### config.mk
export PLATFORM = sky130hd
export DESIGN_NAME = hazard_ctrl
export DESIGN_NICKNAME = d
export VERILOG_FILES = /design/src/rtl/hazard_ctrl.sv
export SDC_FILE = /design/constraint.sdc
export NUM_CORES = 1
export LEC_CHECK = 0
export CORE_MARGIN = 4
export CORE_UTILIZATION = 65
export CTS_BUF_LIST = sky130_fd_sc_hd__clkbuf_2 sky130_fd_sc_hd__clkbuf_4 sky130_fd_sc_hd__clkbuf_8
export DETAILED_ROUTE_END_ITERATION = 8
export DONT_BUFFER_PORTS = 1
export PLACE_DENSITY = 0.89
export SLEW_MARGIN = 20
export SYNTH_ARGS = -nofsm -noshare
export SYNTH_HDL_FRONTEND = slang
export SYNTH_SLANG_ARGS = --single-unit
### constraint.sdc
create_clock -name clk_i -period 2.98 [get_ports clk_i]
set_clock_uncertainty 0.1 [all_clocks]
set_input_delay 0.745 -clock clk_i [delete_from_list [all_inputs] [get_ports clk_i]]
set_output_delay 0.745 -clock clk_i [all_outputs]
set_load 0.01 [all_outputs]
### src/rtl/hazard_ctrl.sv
// hazard_ctrl: pipeline sequencer for the 5-stage RV32I core; detects load-use
// and branch-operand hazards, sequences IDLE/RUN/MEM_WAIT, and drives stage enables.
// Ports: clk_i/rst_i (async active-high), start_i, id_instr_i, EX/MEM hazard
// sideband, branch_taken_i, mem_req_i/mem_ack_i -> pc_write_o, ifid_write_o,
// ifid_flush_o, idex_nop_o, pipe_hold_o, state_o, err_o (sticky timeout).
// Optional macro HAZ_PERF_CNT_EN adds stall_cnt_o/flush_cnt_o perf counters.
module hazard_ctrl #(
  parameter int BRANCH_IN_ID = 1,
  parameter int MAX_WAIT     = 64,
  parameter int CNT_W        = 16
) (
  input  logic        clk_i,
  input  logic        rst_i,
  input  logic        start_i,
  input  logic [31:0] id_instr_i,
  input  logic        ex_memread_i,
  input  logic        ex_regwrite_i,
  input  logic [4:0]  ex_rd_i,
  input  logic        mem_memread_i,
  input  logic [4:0]  mem_rd_i,
  input  logic        branch_taken_i,
  input  logic        mem_req_i,
  input  logic        mem_ack_i,
  output logic        pc_write_o,
  output logic        ifid_write_o,
  output logic        ifid_flush_o,
  output logic        idex_nop_o,
  output logic        pipe_hold_o,
  output logic [1:0]  state_o,
  output logic        err_o
`ifdef HAZ_PERF_CNT_EN
  ,
  output logic [CNT_W-1:0] stall_cnt_o,
  output logic [CNT_W-1:0] flush_cnt_o
`endif
);

  localparam logic [1:0] ST_IDLE = 2'b00;
  localparam logic [1:0] ST_RUN  = 2'b01;
  localparam logic [1:0] ST_WAIT = 2'b10;

  localparam logic [6:0] OPC_IMM   = 7'b0010011;
  localparam logic [6:0] OPC_LOAD  = 7'b0000011;
  localparam logic [6:0] OPC_STORE = 7'b0100011;
  localparam logic [6:0] OPC_BR    = 7'b1100011;
  localparam logic [6:0] OPC_OP    = 7'b0110011;

  localparam int WAIT_W = $clog2(MAX_WAIT + 1);
  localparam logic [WAIT_W-1:0] WAIT_MAX = WAIT_W'(MAX_WAIT);
  localparam logic [WAIT_W-1:0] WAIT_ONE = WAIT_W'(1);

  logic [1:0]        state_q, state_d;
  logic [WAIT_W-1:0] cnt_q, cnt_d;
  logic              err_q, err_d;

  logic [6:0] opc;
  logic [4:0] rs1, rs2;
  logic       uses_rs1, uses_rs2;
  logic       ex_match, mem_match;
  logic       load_use, br_dep, hazard, is_br;
  logic       adv_pc, adv_nop, adv_flush;
  logic       unused_bits;

  assign opc = id_instr_i[6:0];
  assign rs1 = id_instr_i[19:15];
  assign rs2 = id_instr_i[24:20];
  assign unused_bits = ^{id_instr_i[31:25], id_instr_i[14:7]};

  always_comb begin
    uses_rs1 = 1'b0;
    uses_rs2 = 1'b0;
    case (opc)
      OPC_IMM, OPC_LOAD: begin
        uses_rs1 = 1'b1;
      end
      OPC_STORE, OPC_BR, OPC_OP: begin
        uses_rs1 = 1'b1;
        uses_rs2 = 1'b1;
      end
      default: begin
        uses_rs1 = 1'b0;
        uses_rs2 = 1'b0;
      end
    endcase
  end

  // x0 is never a real producer, so a zero rd cannot create a dependency.
  assign ex_match = (ex_rd_i != 5'd0) &
                    ((uses_rs1 & (rs1 == ex_rd_i)) |
                     (uses_rs2 & (rs2 == ex_rd_i)));
  assign mem_match = (mem_rd_i != 5'd0) &
                     ((uses_rs1 & (rs1 == mem_rd_i)) |
                      (uses_rs2 & (rs2 == mem_rd_i)));

  assign is_br    = (opc == OPC_BR);
  assign load_use = ex_memread_i & ex_match;

  // beq compares in ID: any EX producer, or a load still in MEM, must retire
  // its value before the comparison is trustworthy.
  generate
    if (BRANCH_IN_ID != 0) begin : g_br_id
      assign br_dep = is_br &
                      ((ex_regwrite_i & ex_match) |
                       (mem_memread_i & mem_match));
    end else begin : g_br_ex
      logic unused_br;
      assign unused_br = ^{mem_match, mem_memread_i, ex_regwrite_i};
      assign br_dep    = 1'b0;
    end
  endgenerate

  assign hazard = load_use | br_dep;

  // Shared advance decision used by RUN and by the MEM_WAIT ack cycle.
  assign adv_pc    = ~hazard;
  assign adv_nop   = hazard;
  assign adv_flush = ~hazard & is_br & branch_taken_i;

  always_comb begin
    state_d      = state_q;
    cnt_d        = cnt_q;
    pc_write_o   = 1'b0;
    ifid_write_o = 1'b0;
    ifid_flush_o = 1'b0;
    idex_nop_o   = 1'b0;
    pipe_hold_o  = 1'b1;
    case (state_q)
      ST_IDLE: begin
        if (start_i) begin
          state_d = ST_RUN;
        end
      end
      ST_RUN: begin
        if (mem_req_i & ~mem_ack_i) begin
          state_d = ST_WAIT;
          cnt_d   = WAIT_ONE;
        end else begin
          pipe_hold_o  = 1'b0;
          pc_write_o   = adv_pc;
          ifid_write_o = adv_pc;
          idex_nop_o   = adv_nop;
          ifid_flush_o = adv_flush;
        end
      end
      ST_WAIT: begin
        if (mem_ack_i) begin
          state_d      = ST_RUN;
          pipe_hold_o  = 1'b0;
          pc_write_o   = adv_pc;
          ifid_write_o = adv_pc;
          idex_nop_o   = adv_nop;
          ifid_flush_o = adv_flush;
        end else if (cnt_q != WAIT_MAX) begin
          cnt_d = cnt_q + WAIT_ONE;
        end
      end
      default: begin
        state_d = ST_IDLE;
      end
    endcase
  end

  // Timeout only flags; the controller keeps waiting for the ack.
  assign err_d = err_q | ((state_d == ST_WAIT) & (cnt_d == WAIT_MAX));

  always_ff @(posedge clk_i or posedge rst_i) begin
    if (rst_i) begin
      state_q <= ST_IDLE;
      cnt_q   <= '0;
      err_q   <= 1'b0;
    end else begin
      state_q <= state_d;
      cnt_q   <= cnt_d;
      err_q   <= err_d;
    end
  end

  assign state_o = state_q;
  assign err_o   = err_q;

`ifdef HAZ_PERF_CNT_EN
  logic [CNT_W-1:0] stall_cnt_q, stall_cnt_d;
  logic [CNT_W-1:0] flush_cnt_q, flush_cnt_d;
  logic             stall_inc;

  assign stall_inc = ((state_q == ST_RUN) | (state_q == ST_WAIT)) &
                     ~pc_write_o;

  always_comb begin
    stall_cnt_d = stall_cnt_q;
    flush_cnt_d = flush_cnt_q;
    if (stall_inc && (stall_cnt_q != '1)) begin
      stall_cnt_d = stall_cnt_q + 1'b1;
    end
    if (ifid_flush_o && (flush_cnt_q != '1)) begin
      flush_cnt_d = flush_cnt_q + 1'b1;
    end
  end

  always_ff @(posedge clk_i or posedge rst_i) begin
    if (rst_i) begin
      stall_cnt_q <= '0;
      flush_cnt_q <= '0;
    end else begin
      stall_cnt_q <= stall_cnt_d;
      flush_cnt_q <= flush_cnt_d;
    end
  end

  assign stall_cnt_o = stall_cnt_q;
  assign flush_cnt_o = flush_cnt_q;
`endif

endmodule
# --- Yosys cells after proc, flatten, opt, wreduce, memory -nomap -nowiden ---
# Index checks and enable logic that the tools add are counted.
word_totals:
  regBits: 10
  input_bits: 51
  output_inout_bits: 8
  word_cells: 66
classes:
  add_sub_neg: 1
  eq_ne: 14
  mux: 22
  bitwise: 21
  n_reduce_logical: 5
ops:
  columns: ["op", "n"]
  rows:
  - ["$mux W7", 3]
  - ["$eq A5 B5 Y1", 4]
  - ["$and A1 B1 Y1", 14]
  - ["$eq A7 B6 Y1 const B", 2]
  - ["$eq A7 B7 Y1 const B", 2]
  - ["$pmux W7 S2", 1]
  - ["$mux W1", 10]
  - ["$reduce_bool A5 Y1", 2]
  - ["$pmux W1 S2", 4]
  - ["$add A7 B1 Y7 const B", 1]
  - ["$eq A7 B2 Y1 const B", 1]
  - ["$eq A7 B5 Y1 const B", 1]
  - ["$ne A7 B7 Y1 const B", 1]
  - ["$mux W2", 3]
  - ["$pmux W2 S3", 1]
  - ["$or A1 B1 Y1", 5]
  - ["$reduce_or A5 Y1", 1]
  - ["$eq A2 B2 Y1 const B", 2]
  - ["$reduce_or A3 Y1", 1]
  - ["$eq A2 B1 Y1 const B", 1]
  - ["$logic_not A2 Y1", 1]
  - ["$not A1 Y1", 2]

# --- Longest topological paths before layout ---
logic_depth:
  depth_word: 15
  mapped_depth: 8
  ltp_nobuf: 7

# --- Least setup slack after synthesis ---
# OpenSTA, ideal clock, no wires.
synth_timing:
  kind: "input to output"
  startpoint: "input ex_rd_i[1]"
  endpoint: "output pc_write_o"
  t_arrival_ns: 2.057
  required_ns: 2.135
  setup_slack_ns: 0.078
  cell_stages: 5
  n_path_buf: 1
  path_cell_list: "or4_1 o21ai_0 a21oi_2 nor3_1 buf_4"
synth_via:
  elab_chain_cells: 11
  elab_cells_between_ends: 16
  cone_classes: "eq/ne: 2; mux: 3; bitwise: 10; reduce/logical: 1"
synth_rtl:
  columns: ["element", "line", "rtl"]
  rows:
  - ["start, declared", "18", "input logic [4:0] ex_rd_i,"]
  - ["$eq A5 B5 Y1, on equally long branches", "89, 90", null]
  - ["$and A1 B1 Y1, on equally long branches", "89, 90", null]
  - ["$or A1 B1 Y1", "89", "((uses_rs1 & (rs1 == ex_rd_i)) |"]
  - ["$and A1 B1 Y1 (*)", "88", "assign ex_match = (ex_rd_i != 5'd0) &"]
  - ["$and A1 B1 Y1", "103", "((ex_regwrite_i & ex_match) |"]
  - ["$or A1 B1 Y1", "103", null]
  - ["$and A1 B1 Y1", "102", "assign br_dep = is_br &"]
  - ["$or A1 B1 Y1 (*)", "112", "assign hazard = load_use | br_dep;"]
  - ["$not A1 Y1 (*)", "115", "assign adv_pc = ~hazard;"]
  - ["$mux W1, on equally long branches", null, null]
  - ["$pmux W1 S2 (*)", null, null]
  - ["end, declared", "24", "output logic pc_write_o,"]
# Mark *: on every way between the ends. The rest lies on a longest branch, timed or not.

# --- Worst setup path in the final report ---
layout_timing:
  startpoint: "input ex_rd_i[1]"
  endpoint: "output ifid_flush_o"
layout_via:
  elab_chain_cells: 13
  elab_cells_between_ends: 18
  cone_classes: "eq/ne: 2; mux: 3; bitwise: 12; reduce/logical: 1"
layout_rtl:
  columns: ["element", "line", "rtl"]
  rows:
  - ["$eq A5 B5 Y1, on equally long branches", "89, 90", null]
  - ["$and A1 B1 Y1, on equally long branches", "89, 90", null]
  - ["$or A1 B1 Y1", "89", null]
  - ["$and A1 B1 Y1 (*)", "88", null]
  - ["$and A1 B1 Y1", "103", null]
  - ["$or A1 B1 Y1", "103", null]
  - ["$and A1 B1 Y1", "102", null]
  - ["$or A1 B1 Y1 (*)", "112", null]
  - ["$not A1 Y1 (*)", "117", "assign adv_flush = ~hazard & is_br & branch_taken_i;"]
  - ["$and A1 B1 Y1 (*) (2 in series)", "117", null]
  - ["$mux W1, on equally long branches", "146, 134", null]
  - ["$pmux W1 S2 (*)", "127", "case (state_q)"]
  - ["end, declared", "26", "output logic ifid_flush_o,"]
# Marked as above.

==> impl_metrics.env <==
export IMPL_run_status="completed"
export IMPL_fin_crit_ns=2.92
export IMPL_place_congestion=0.852
export IMPL_cts_sink_count=10
export IMPL_synthArstFlopShare=1.00
export IMPL_maxClockFrequency_ghz=0.342
export IMPL_crit_chain="or4_1, o21ai_0, a21oi_4, nor4_1, buf_4"
export IMPL_worst_skew_pair_late_latency_ns=0.27
export IMPL_vias_per_cell=6.60
export IMPL_setup_repair_after_global_routing_missed_its_margin="no"
export IMPL_cp_required_ns=2.13
export IMPL_layout_nets=200
export IMPL_syn_area_sq_um=1130
export IMPL_kind_of_launch_point_of_the_worst_setup_path="input port"
export IMPL_route_final_wire_length_microns=2700
export IMPL_stdcell_area_sq_um=1200
export IMPL_critical_path_top_delay_family="simple AND/OR/NAND/NOR gates"
export IMPL_hp_class="input port to asynchronous set/reset pin"
export IMPL_timing_critical_path_to_type="output port"
export IMPL_netlist_top_cells_count="sky130_fd_sc_hd__inv_1, sky130_fd_sc_hd__xnor2_1, sky130_fd_sc_hd__nand2_1"
export IMPL_slew_headroom=0.568
export IMPL_route_vias_total=1043
export IMPL_via_count_of_the_first_global_routing_pass=1020
export IMPL_nFillCells=121
export IMPL_p_per_area_nw_per_um2=606
export IMPL_post_route_cells_drive_above_1_share=0.120
export IMPL_bufs_on_longest_clock_path=2
export IMPL_ctsRootBufferMaster="sky130_fd_sc_hd__clkbuf_4"
export IMPL_core_rowCount=14
export IMPL_register_bit_total_from_synthesis=10
export IMPL_start_util=0.718
export IMPL_antenna_violating_nets_post_route=0
export IMPL_grt_usage=0.229
export IMPL_first_pass_iters=4
export IMPL_leakage_nw=0.532
export IMPL_route_detailed_wl_per_inst_microns=17.1
export IMPL_tritoncts_buffer_count=3
export IMPL_critical_path_max_stage_delay_ns=0.51
export IMPL_die_h_microns=49.7
export IMPL_placedInstanceArea_sq_um=1150
export IMPL_share_of_the_clock_period_used_by_the_worst_path=0.981
export IMPL_antenna_found_initial=0
export IMPL_highest_layer="met4"
export IMPL_setup_violating_endpoint_count_in_the_final_report=0
export IMPL_synth_top_area_cell="sky130_fd_sc_hd__dfrtp_1"
export IMPL_critical_path_arrival_ns=2.08
export IMPL_io_pins=59
export IMPL_die_width_microns=49.7
export IMPL_met2_wirelength_microns=1340
export IMPL_ys_flop_type="sky130_fd_sc_hd__dfrtp_1"
export IMPL_final_hold_viol_count=0
export IMPL_max_cap_violations=0
export IMPL_dr_first_iter_drc_count=25
export IMPL_syn_nets=196
export IMPL_maximum_vdd_drop_mv=0.546
export IMPL_n_antenna_cell=0
export IMPL_area_growth_syn_to_layout_pct=6.08
export IMPL_dr_wl_met3_microns=220
export IMPL_grt_overflow_total=0
export IMPL_cts_repair_timing_setup_buffer_count=0
export IMPL_syn_inst=139
export IMPL_area_sequential_sq_um=250
export IMPL_synth_cell_type_count=42
export IMPL_drcViolationCount=0
export IMPL_utilization=0.762
export IMPL_core_area_sq_um=1580
export IMPL_cts_htree_levels=1
export IMPL_worst_setup_hold_path_clk_slew_ns=0.07
export IMPL_routedLengthMet1_microns=1130
export IMPL_timing_setup_tns_ns=0
export IMPL_number_of_buffers_added_on_ports=0
export IMPL_yosys_top_cells_area="sky130_fd_sc_hd__dfrtp_1, sky130_fd_sc_hd__xnor2_1, sky130_fd_sc_hd__ha_1"
export IMPL_yosysTopAreaCellShare=0.221
export IMPL_multi_input_area_sq_um=823
export IMPL_seq_area_frac_synth=0.221
export IMPL_finalMaxSlewViolations=0
export IMPL_place_detailed_hpwl_microns=2230
export IMPL_grt_pass1_wl_microns=4460
export IMPL_post_synth_edffs=0
export IMPL_worstMarginPinSlew_ns=0.642
export IMPL_synthesis_yosys_warnings=0
export IMPL_crit_type="input port to output port"
export IMPL_crit_fanout=3
export IMPL_cp_buffers_inverters=1
export IMPL_largest_net_degree_at_the_start_of_global_routing=13
export IMPL_die_area_sq_um=2470
export IMPL_tritoncts="built"
export IMPL_crit_slowest_cell="sky130_fd_sc_hd__or4_1"
export IMPL_postSynthAreaPerCell_sq_um=8.15
[routing by layer]
layer | global-route usage | up-vias
li1 | - | 511
met1 | 0.264 | 486
met2 | 0.392 | 44
met3 | 0.0813 | 2
met4 | 0.0737 | 0
met5 | 0 | -
[timing repair]
| action | CTS | global route |
|---|---|---|
| hold endpoints to repair | 0 | 0 |
| endpoints found under the setup margin | 0 | 4 |
| hold buffers | 0 | 0 |
| gates resized for setup | 0 | 6 |
[layout make-up]
type	instances	share of cell area
Tap cell	16	0.0167
Timing Repair Buffer	3	0.0188
Multi-Input combinational cell	112	0.685
Sequential cell	10	0.208
Inverter	13	0.0406
Clock buffer	4	0.0302
[flip-flops by register name (all words and copies together), names as in the netlist]
name     flops
err_o        1
state_o      2
cnt_q        7
[metrics by stage]
step / total power, W / hold WS, ns / setup WS (ns) / instances
after floorplan: 0.000518 / 0.403 / 0.0782 / 139
after global placement: 0.000578 / 0.436 / 0.0649 / 154
after detailed placement: 0.000595 / 0.451 / 0.00383 / 154
after CTS: 0.000720 / 0.240 / 0.00176 / 158
after global routing: 0.000798 / 0.236 / 0.00321 / 158
final: 0.000728 / 0.232 / 0.0571 / 158
[where the power goes]
part           switching [W]  total [W]  internal [W]  leakage (nW)
combinational       0.000249   0.000403      0.000154         0.375
sequential         0.0000427   0.000202      0.000159         0.136
clock              0.0000487   0.000123     0.0000743        0.0210
[path summary, 6_finish.rpt]
path                                     end       start  cells past startpoint  slack, ns
worst max register to register         err_o  state_o[0]                      7       0.54
min in group clk_i                     err_o       err_o                      1       0.45
max in group asynchronous           cnt_q[4]       rst_i                      1       2.28
worst max-delay path            ifid_flush_o  ex_rd_i[1]                      5       0.06
worst min-delay path                cnt_q[2]       rst_i                      1       0.23
worst min register to register         err_o       err_o                      1       0.45
[kinds of logic after synthesis]
logic type      count (synthesis)  share of synthesized area
simple gates                   53                      0.270
compound gates                 32                      0.212
xor+xnor                       21                      0.162
buf+inv                        17                     0.0685
flops                          10                      0.221
fa+ha+maj                       6                     0.0663
[cells in the final DEF (no fill, tap or decap), types with 2 or more instances in the layout]
cell	instances
sky130_fd_sc_hd__nor2b_1	2
sky130_fd_sc_hd__inv_1	13
sky130_fd_sc_hd__nor2_1	6
sky130_fd_sc_hd__nor3_1	5
sky130_fd_sc_hd__a21oi_1	4
sky130_fd_sc_hd__o2111a_1	2
sky130_fd_sc_hd__a41o_1	2
sky130_fd_sc_hd__ha_1	5
sky130_fd_sc_hd__or4_1	2
sky130_fd_sc_hd__nand2b_1	3
sky130_fd_sc_hd__a311oi_1	2
sky130_fd_sc_hd__a211oi_1	2
sky130_fd_sc_hd__nand2_1	12
sky130_fd_sc_hd__nor4_1	3
sky130_fd_sc_hd__a2111oi_0	2
sky130_fd_sc_hd__nand4b_1	2
sky130_fd_sc_hd__o21ai_0	8
sky130_fd_sc_hd__xnor2_1	13
sky130_fd_sc_hd__xor2_1	8
sky130_fd_sc_hd__clkbuf_4	3
sky130_fd_sc_hd__or4_4	2
sky130_fd_sc_hd__and3_1	3
sky130_fd_sc_hd__dfrtp_1	10
sky130_fd_sc_hd__nand3_1	5
sky130_fd_sc_hd__buf_4	3
[worst reg2reg max path, cell delays in order, from the launching register on]
cell and delay, ns:
sky130_fd_sc_hd__dfrtp_1 0.49, sky130_fd_sc_hd__inv_1 0.13, sky130_fd_sc_hd__ha_2 0.45, sky130_fd_sc_hd__nand2_1 0.16
sky130_fd_sc_hd__a2111oi_0 0.47, sky130_fd_sc_hd__a211oi_1 0.15, sky130_fd_sc_hd__o211a_1 0.16, sky130_fd_sc_hd__a41o_1 0.22
No activity file was read; power rests on OpenSTA's default activity.
